File: src/rtl/rob_ring.sv
// Circular reorder buffer: in-order allocate, out-of-order writeback, single retire per cycle.
// Optional ROB_QUERY_EN adds two combinational operand lookup ports with writeback forwarding.
module rob_ring #(
  parameter int unsigned IDX_W = 4,
  parameter int unsigned XLEN  = 32,
  parameter int unsigned REG_W = 5
) (
  input  logic             clk,
  input  logic             rst,
  input  logic             rdy,
  input  logic             alloc_valid,
  output logic             alloc_ready,
  output logic [IDX_W-1:0] alloc_tag,
  input  logic [1:0]       alloc_kind,
  input  logic [REG_W-1:0] alloc_rd,
  input  logic [XLEN-1:0]  alloc_pc,
  input  logic [XLEN-1:0]  alloc_pred_pc,
  input  logic             wb0_valid,
  input  logic [IDX_W-1:0] wb0_tag,
  input  logic [XLEN-1:0]  wb0_value,
  input  logic [XLEN-1:0]  wb0_next_pc,
  input  logic             wb1_valid,
  input  logic [IDX_W-1:0] wb1_tag,
  input  logic [XLEN-1:0]  wb1_value,
  input  logic [XLEN-1:0]  wb1_addr,
  input  logic             store_ready,
  output logic             commit_valid,
  output logic [1:0]       commit_kind,
  output logic [IDX_W-1:0] commit_tag,
  output logic [REG_W-1:0] commit_rd,
  output logic [XLEN-1:0]  commit_value,
  output logic [XLEN-1:0]  commit_addr,
  output logic             bp_valid,
  output logic [XLEN-1:0]  bp_pc,
  output logic             bp_taken,
  output logic             flush,
  output logic [XLEN-1:0]  flush_pc,
  output logic [IDX_W:0]   count
`ifdef ROB_QUERY_EN
  ,
  input  logic [IDX_W-1:0] q0_tag,
  input  logic [IDX_W-1:0] q1_tag,
  output logic             q0_ready,
  output logic             q1_ready,
  output logic [XLEN-1:0]  q0_value,
  output logic [XLEN-1:0]  q1_value
`endif
);

  localparam int unsigned DEPTH = 1 << IDX_W;
  localparam logic [1:0] KIND_STORE  = 2'd1;
  localparam logic [1:0] KIND_BRANCH = 2'd2;

  logic [IDX_W-1:0] head, tail;
  logic [DEPTH-1:0] ent_valid, ent_done;
  logic [1:0]       ent_kind  [DEPTH];
  logic [REG_W-1:0] ent_rd    [DEPTH];
  logic [XLEN-1:0]  ent_pc    [DEPTH];
  logic [XLEN-1:0]  ent_pred  [DEPTH];
  logic [XLEN-1:0]  ent_value [DEPTH];
  // Resolved next PC for branches, memory address for loads/stores.
  logic [XLEN-1:0]  ent_aux   [DEPTH];

  logic alloc_fire, wb0_hit, wb1_hit, retire, head_branch, mispredict;

  always_comb begin
    alloc_ready = (count != (IDX_W+1)'(DEPTH));
    alloc_tag   = tail;
    alloc_fire  = rdy && alloc_valid && alloc_ready;
    wb0_hit     = rdy && wb0_valid && ent_valid[wb0_tag];
    wb1_hit     = rdy && wb1_valid && ent_valid[wb1_tag];
    head_branch = (ent_kind[head] == KIND_BRANCH);
    retire      = rdy && (count != '0) && ent_valid[head] && ent_done[head] &&
                  ((ent_kind[head] != KIND_STORE) || store_ready);
    mispredict  = retire && head_branch && (ent_aux[head] != ent_pred[head]);
  end

  // Control state and registered commit / predictor / flush outputs.
  always_ff @(posedge clk) begin
    if (rst) begin
      head         <= '0;
      tail         <= '0;
      count        <= '0;
      ent_valid    <= '0;
      ent_done     <= '0;
      commit_valid <= 1'b0;
      commit_kind  <= '0;
      commit_tag   <= '0;
      commit_rd    <= '0;
      commit_value <= '0;
      commit_addr  <= '0;
      bp_valid     <= 1'b0;
      bp_pc        <= '0;
      bp_taken     <= 1'b0;
      flush        <= 1'b0;
      flush_pc     <= '0;
    end else if (rdy) begin
      commit_valid <= retire;
      bp_valid     <= retire && head_branch;
      flush        <= mispredict;
      if (retire) begin
        commit_kind  <= ent_kind[head];
        commit_tag   <= head;
        commit_rd    <= ent_rd[head];
        commit_value <= ent_value[head];
        commit_addr  <= ent_aux[head];
        if (head_branch) begin
          bp_pc    <= ent_pc[head];
          bp_taken <= (ent_aux[head] != (ent_pc[head] + XLEN'(4)));
        end
      end
      if (mispredict) begin
        flush_pc  <= ent_aux[head];
        head      <= '0;
        tail      <= '0;
        count     <= '0;
        ent_valid <= '0;
        ent_done  <= '0;
      end else begin
        if (alloc_fire) begin
          ent_valid[tail] <= 1'b1;
          ent_done[tail]  <= 1'b0;
          tail            <= tail + IDX_W'(1);
        end
        if (wb0_hit) ent_done[wb0_tag] <= 1'b1;
        if (wb1_hit) ent_done[wb1_tag] <= 1'b1;
        if (retire) begin
          ent_valid[head] <= 1'b0;
          ent_done[head]  <= 1'b0;
          head            <= head + IDX_W'(1);
        end
        case ({alloc_fire, retire})
          2'b10:   count <= count + (IDX_W+1)'(1);
          2'b01:   count <= count - (IDX_W+1)'(1);
          default: count <= count;
        endcase
      end
    end else begin
      commit_valid <= 1'b0;
      bp_valid     <= 1'b0;
      flush        <= 1'b0;
    end
  end

  // Entry payload; stale data is harmless because valid/done gate every use.
  always_ff @(posedge clk) begin
    if (alloc_fire) begin
      ent_kind[tail] <= alloc_kind;
      ent_rd[tail]   <= alloc_rd;
      ent_pc[tail]   <= alloc_pc;
      ent_pred[tail] <= alloc_pred_pc;
    end
    if (wb0_hit) begin
      ent_value[wb0_tag] <= wb0_value;
      ent_aux[wb0_tag]   <= wb0_next_pc;
    end
    if (wb1_hit) begin
      ent_value[wb1_tag] <= wb1_value;
      ent_aux[wb1_tag]   <= wb1_addr;
    end
  end

`ifdef ROB_QUERY_EN
  // Operand lookup with same-cycle writeback forwarding; wb1 has priority.
  always_comb begin
    q0_ready = ent_valid[q0_tag] && ent_done[q0_tag];
    q0_value = ent_value[q0_tag];
    if (wb0_valid && (wb0_tag == q0_tag) && ent_valid[q0_tag]) begin
      q0_ready = 1'b1;
      q0_value = wb0_value;
    end
    if (wb1_valid && (wb1_tag == q0_tag) && ent_valid[q0_tag]) begin
      q0_ready = 1'b1;
      q0_value = wb1_value;
    end
    q1_ready = ent_valid[q1_tag] && ent_done[q1_tag];
    q1_value = ent_value[q1_tag];
    if (wb0_valid && (wb0_tag == q1_tag) && ent_valid[q1_tag]) begin
      q1_ready = 1'b1;
      q1_value = wb0_value;
    end
    if (wb1_valid && (wb1_tag == q1_tag) && ent_valid[q1_tag]) begin
      q1_ready = 1'b1;
      q1_value = wb1_value;
    end
  end
`endif

endmodule

File: config.mk
export PLATFORM = sky130hd
export DESIGN_NAME = rob_ring
export DESIGN_NICKNAME = d
export VERILOG_FILES = /design/src/rtl/rob_ring.sv
export SDC_FILE = /design/constraint.sdc
export NUM_CORES = 2
export LEC_CHECK = 0
export CAP_MARGIN = 0
export CELL_PAD_IN_SITES_DETAIL_PLACEMENT = 1
export CELL_PAD_IN_SITES_GLOBAL_PLACEMENT = 2
export CORE_ASPECT_RATIO = 1.4
export CORE_UTILIZATION = 43
export CTS_CLUSTER_DIAMETER = 40
export DETAILED_ROUTE_END_ITERATION = 16
export GPL_TIMING_DRIVEN = 0
export HOLD_SLACK_MARGIN = 0.08
export PLACE_DENSITY_LB_ADDON = 0.1
export SYNTH_ARGS = -nofsm -noshare
export SYNTH_HDL_FRONTEND = slang
export SYNTH_SLANG_ARGS = --single-unit
File: constraint.sdc
create_clock -name clk -period 7.15 [get_ports clk]
set_input_delay 1.0725 -clock clk [delete_from_list [all_inputs] [get_ports clk]]
set_output_delay 1.0725 -clock clk [all_outputs]
set_load 0.005 [all_outputs]
==> results.md <==
* Final setup fails at 0
* XOR/XNOR Fraction of Synth Area at 0.7457%
* RD Place Congestion at 0.8562
* Mux contribution to synthesized area at approximately 27%
* # DRC at 0
* Synth cell count leaders: edfxtp_1 (2160), mux2_2 (1028), mux4_2 (584)
* Vias at between 50k and 60k
* Kind of critical path: reg -> reg
* Post-synth cell types at 76
* Yosys top cell by area: edfxtp_1
* Cells after DPL at around 9.0k
* Root Driver: clkbuf_16
* CTS tree: yes
* IO Count at between 300 and 400
* Post-CTS Setup Inserts at 0
* CP Launch Type: flop
* Mapped Cells at 5462
* Largest net degree at the start of global routing at between 50 and 60
* RSZ-0062 raised after global routing: no
* Total Routing Usage GR at between 30 and 40%
* Post-synthesis simple-gate area fraction at between 1.5 and 2%
* Post-DRT Antenna Nets at 0
* Sink Count at about 2.4k
* Die H at a little under 600 um
* Initial DRC Count at 6270
* HP Class: reg -> reg
* Crit share post-route at 95.86%
* Number of port buffers at ~360
* Main synth FF type: edfxtp_1
* Fill cells at roughly 21k
* Post-DP HPWL at roughly 260 mm
* Worst skew pair latency at ~900 ps
* Most common cell in the netlist: edfxtp_1
* Final Skew at 58.97 ps
* First-pass iteration count of the detailed router at 6
* Power per cell area at around 250 nW/um^2
* Min Tclk post-route at roughly 6900 ps
* Syn nets at ~5.7k
* Post-cts hold buffer count at 0
* Async set or reset register ratio after synthesis at 0%
* FF+latch count, synth at between 2k and 2.5k
* Vias per cell at between 6 and 7
* Synth Area in Adders at 0.1646%
* Horiz. Die Dim at 416.4 um
* Top post-synthesis cells by area: edfxtp_1 (63%), mux4_2 (13%), mux2_2 (11%)
* Syn_area_per_cell at approximately 19 um^2
* First-pass GRT wire length at between 500 and 600 mm
* Largest family of logic cells by synthesized area: multiplexers
* Yosys warnings at 0
* Post-layout nets at 6470
* Crit path max fanout at 10
* Vias in the first global route at 62.61k
* # resized after CTS at 0
* Compound-cell area share of the yosys netlist at between 1.5 and 2%
* Num CTS Buffers at slightly above 300
* DR WL/cell at a little over 40 um
* Initial antenna violation count at 67
* Number of max-cap violations at 3
* Total negative setup slack at 0 ps
* Dpl ws at about 170 ps
* Violated checks: max-capacitance violations, max-slew violations
* Final WS setup at ~300 ps
* Core area at around 240000 um^2
* Peak Freq at ~0.15 GHz
* Final hold slack at 465.7 ps
* Req. time, crit path at about 7900 ps
* Hold Vio Cnt, Final at 0
* Leakage at about 39 nW
* WP data arrival at around 7600 ps
* CP Capture Type: flop
* CTS H-tree depth at 5
* Area delta synth->final at 19.88%
* Finished Layout Cells at just under 10k
* GR Overflow Total at 0
* DIE AREA at 242400 um^2
* Num rows at between 200 and 250
* Mapped Area at between 100000 and 150000 um^2
* Maximum clock path buffer count at 4
* Register area share after synthesis at 66.47%
* Initial core utilization at between 40% and 50%
* Clock transition at path regs at 60 ps
* Slew Limit Fails at 10
* Status: finished with violations
* Share of layout cells above drive strength 1 at a little under two fifths
* Worst VDD drop at 0.2031 mV
* Yosys top cell area share at a little over three fifths
* Post-synth EDFFs at ~2.2k
* Utilization after layout at about half
* Slew HR at -0.07248%
* Tightest Pin Transition at around 1500 ps
* Final WL at roughly 390 mm
## state kept, by name, indices dropped and copies added, names as in the netlist, 16 cells and up, named ones only
name	flops
bp_pc	32
commit_addr	32
commit_value	32
ent_aux	512
ent_done	16
ent_kind	32
ent_pc	512
ent_pred	512
ent_rd	80
ent_valid	16
ent_value	512
flush_pc	32
## kinds of logic (layout without fill, tap and decap cells)
| kind of cell | after synthesis | in the layout |
|---|---|---|
| flip-flops | 2352 | 2352 |
| multiplexers | 1842 | 1842 |
| buffers and inverters | 486 | 1505 |
| AND/OR/NAND/NOR | 432 | 432 |
| AO/OA/AOI/OAI | 249 | 249 |
| XOR/XNOR | 88 | 88 |
| adder cells (fa/ha/maj) | 13 | 13 |
| other | 0 | 36 |
## stage by stage
stage / cell area, um^2 / power, W
2_1_floorplan: 103400 / 0.01580
3_3_place_gp: 110900 / 0.01620
3_5_place_dp: 113800 / 0.01625
4_1_cts: 123800 / 0.03158
5_1_grt: 123800 / 0.03210
6_report: 123900 / 0.03143
## worst max-delay path, stage by stage (launching register included)
cell and delay (ps):
dfxtp_1 520, buf_6 250, buf_4 310, buf_2 570, buf_2 690, mux4_2 410
a22oi_1 160, nand2_1 540, xnor2_1 450, nor4_1 90, a31oi_1 810, nor4_4 60
nor2_1 1030, buf_2 460, mux2i_1 250, nor2_1 50
## path summary, 6_finish.rpt
check,from,end,slack [ps],depth (start not counted)
setup / recovery,flop,flush_pc[21]$_SDFFE_PP0P_,300,15
hold / removal,commit_kind[1]$_SDFFE_PP0P_,commit_kind[1]$_SDFFE_PP0P_,470,2
setup reg to reg,flop,flush_pc[21]$_SDFFE_PP0P_,300,15
hold reg to reg,commit_kind[1]$_SDFFE_PP0P_,commit_kind[1]$_SDFFE_PP0P_,470,2
## cells in the final DEF (no fill, tap or decap), types with 20 or more instances in the layout
cell / Yosys / layout
buf_6: 21 / 24
buf_4: 19 / 20
a22oi_1: 38 / 38
buf_2: 55 / 59
buf_8: 9 / 22
buf_12: 3 / 52
nand2_1: 115 / 115
clkinv_2: 0 / 42
a21oi_1: 67 / 64
clkdlybuf4s50_1: 0 / 362
xor2_1: 48 / 48
edfxtp_1: 2160 / 2160
o21ai_0: 39 / 35
mux4_1: 43 / 43
nand3_1: 30 / 30
diode_2: 0 / 36
nor2_1: 172 / 160
dfxtp_1: 192 / 192
clkbuf_16: 0 / 313
clkbuf_1: 321 / 349
clkinv_1: 0 / 27
clkinvlp_4: 0 / 26
a311oi_1: 24 / 24
mux2i_1: 187 / 180
bufinv_16: 0 / 30
mux4_2: 584 / 584
inv_6: 0 / 40
mux2_2: 1028 / 1028
buf_16: 0 / 48
xnor2_1: 40 / 40
## report_power, final
part | total [W] | internal (W) | switching, W
registers | 0.0151 | 0.0150 | 0.0000121
logic | 0.000921 | 0.000400 | 0.000521
clock network | 0.0155 | 0.00926 | 0.00620
## routing by layer
metal  GRT usage, %  up-vias  routed length, um
met3          6.413      927              27690
met1          37.33    32010             140000
li1               -    23940                  -
met5              0        -                321
met2          55.64     2719             198500
met4          18.35       48              26110
## cell type report
type	instances	area [um^2]	share of cell area (%)
Multi-Input combinational cell	2624	32650	26.35
Inverter	30	192.7	0.1555
Sequential cell	2352	68710	55.45
Buffer	456	2228	1.798
Antenna cell	36	90.09	0.07270
Tap cell	3103	3882	3.133
Clock inverter	174	1856	1.497
Timing Repair Buffer	476	6162	4.973
Clock buffer	369	8140	6.570
(Power assumes the default switching activity.)
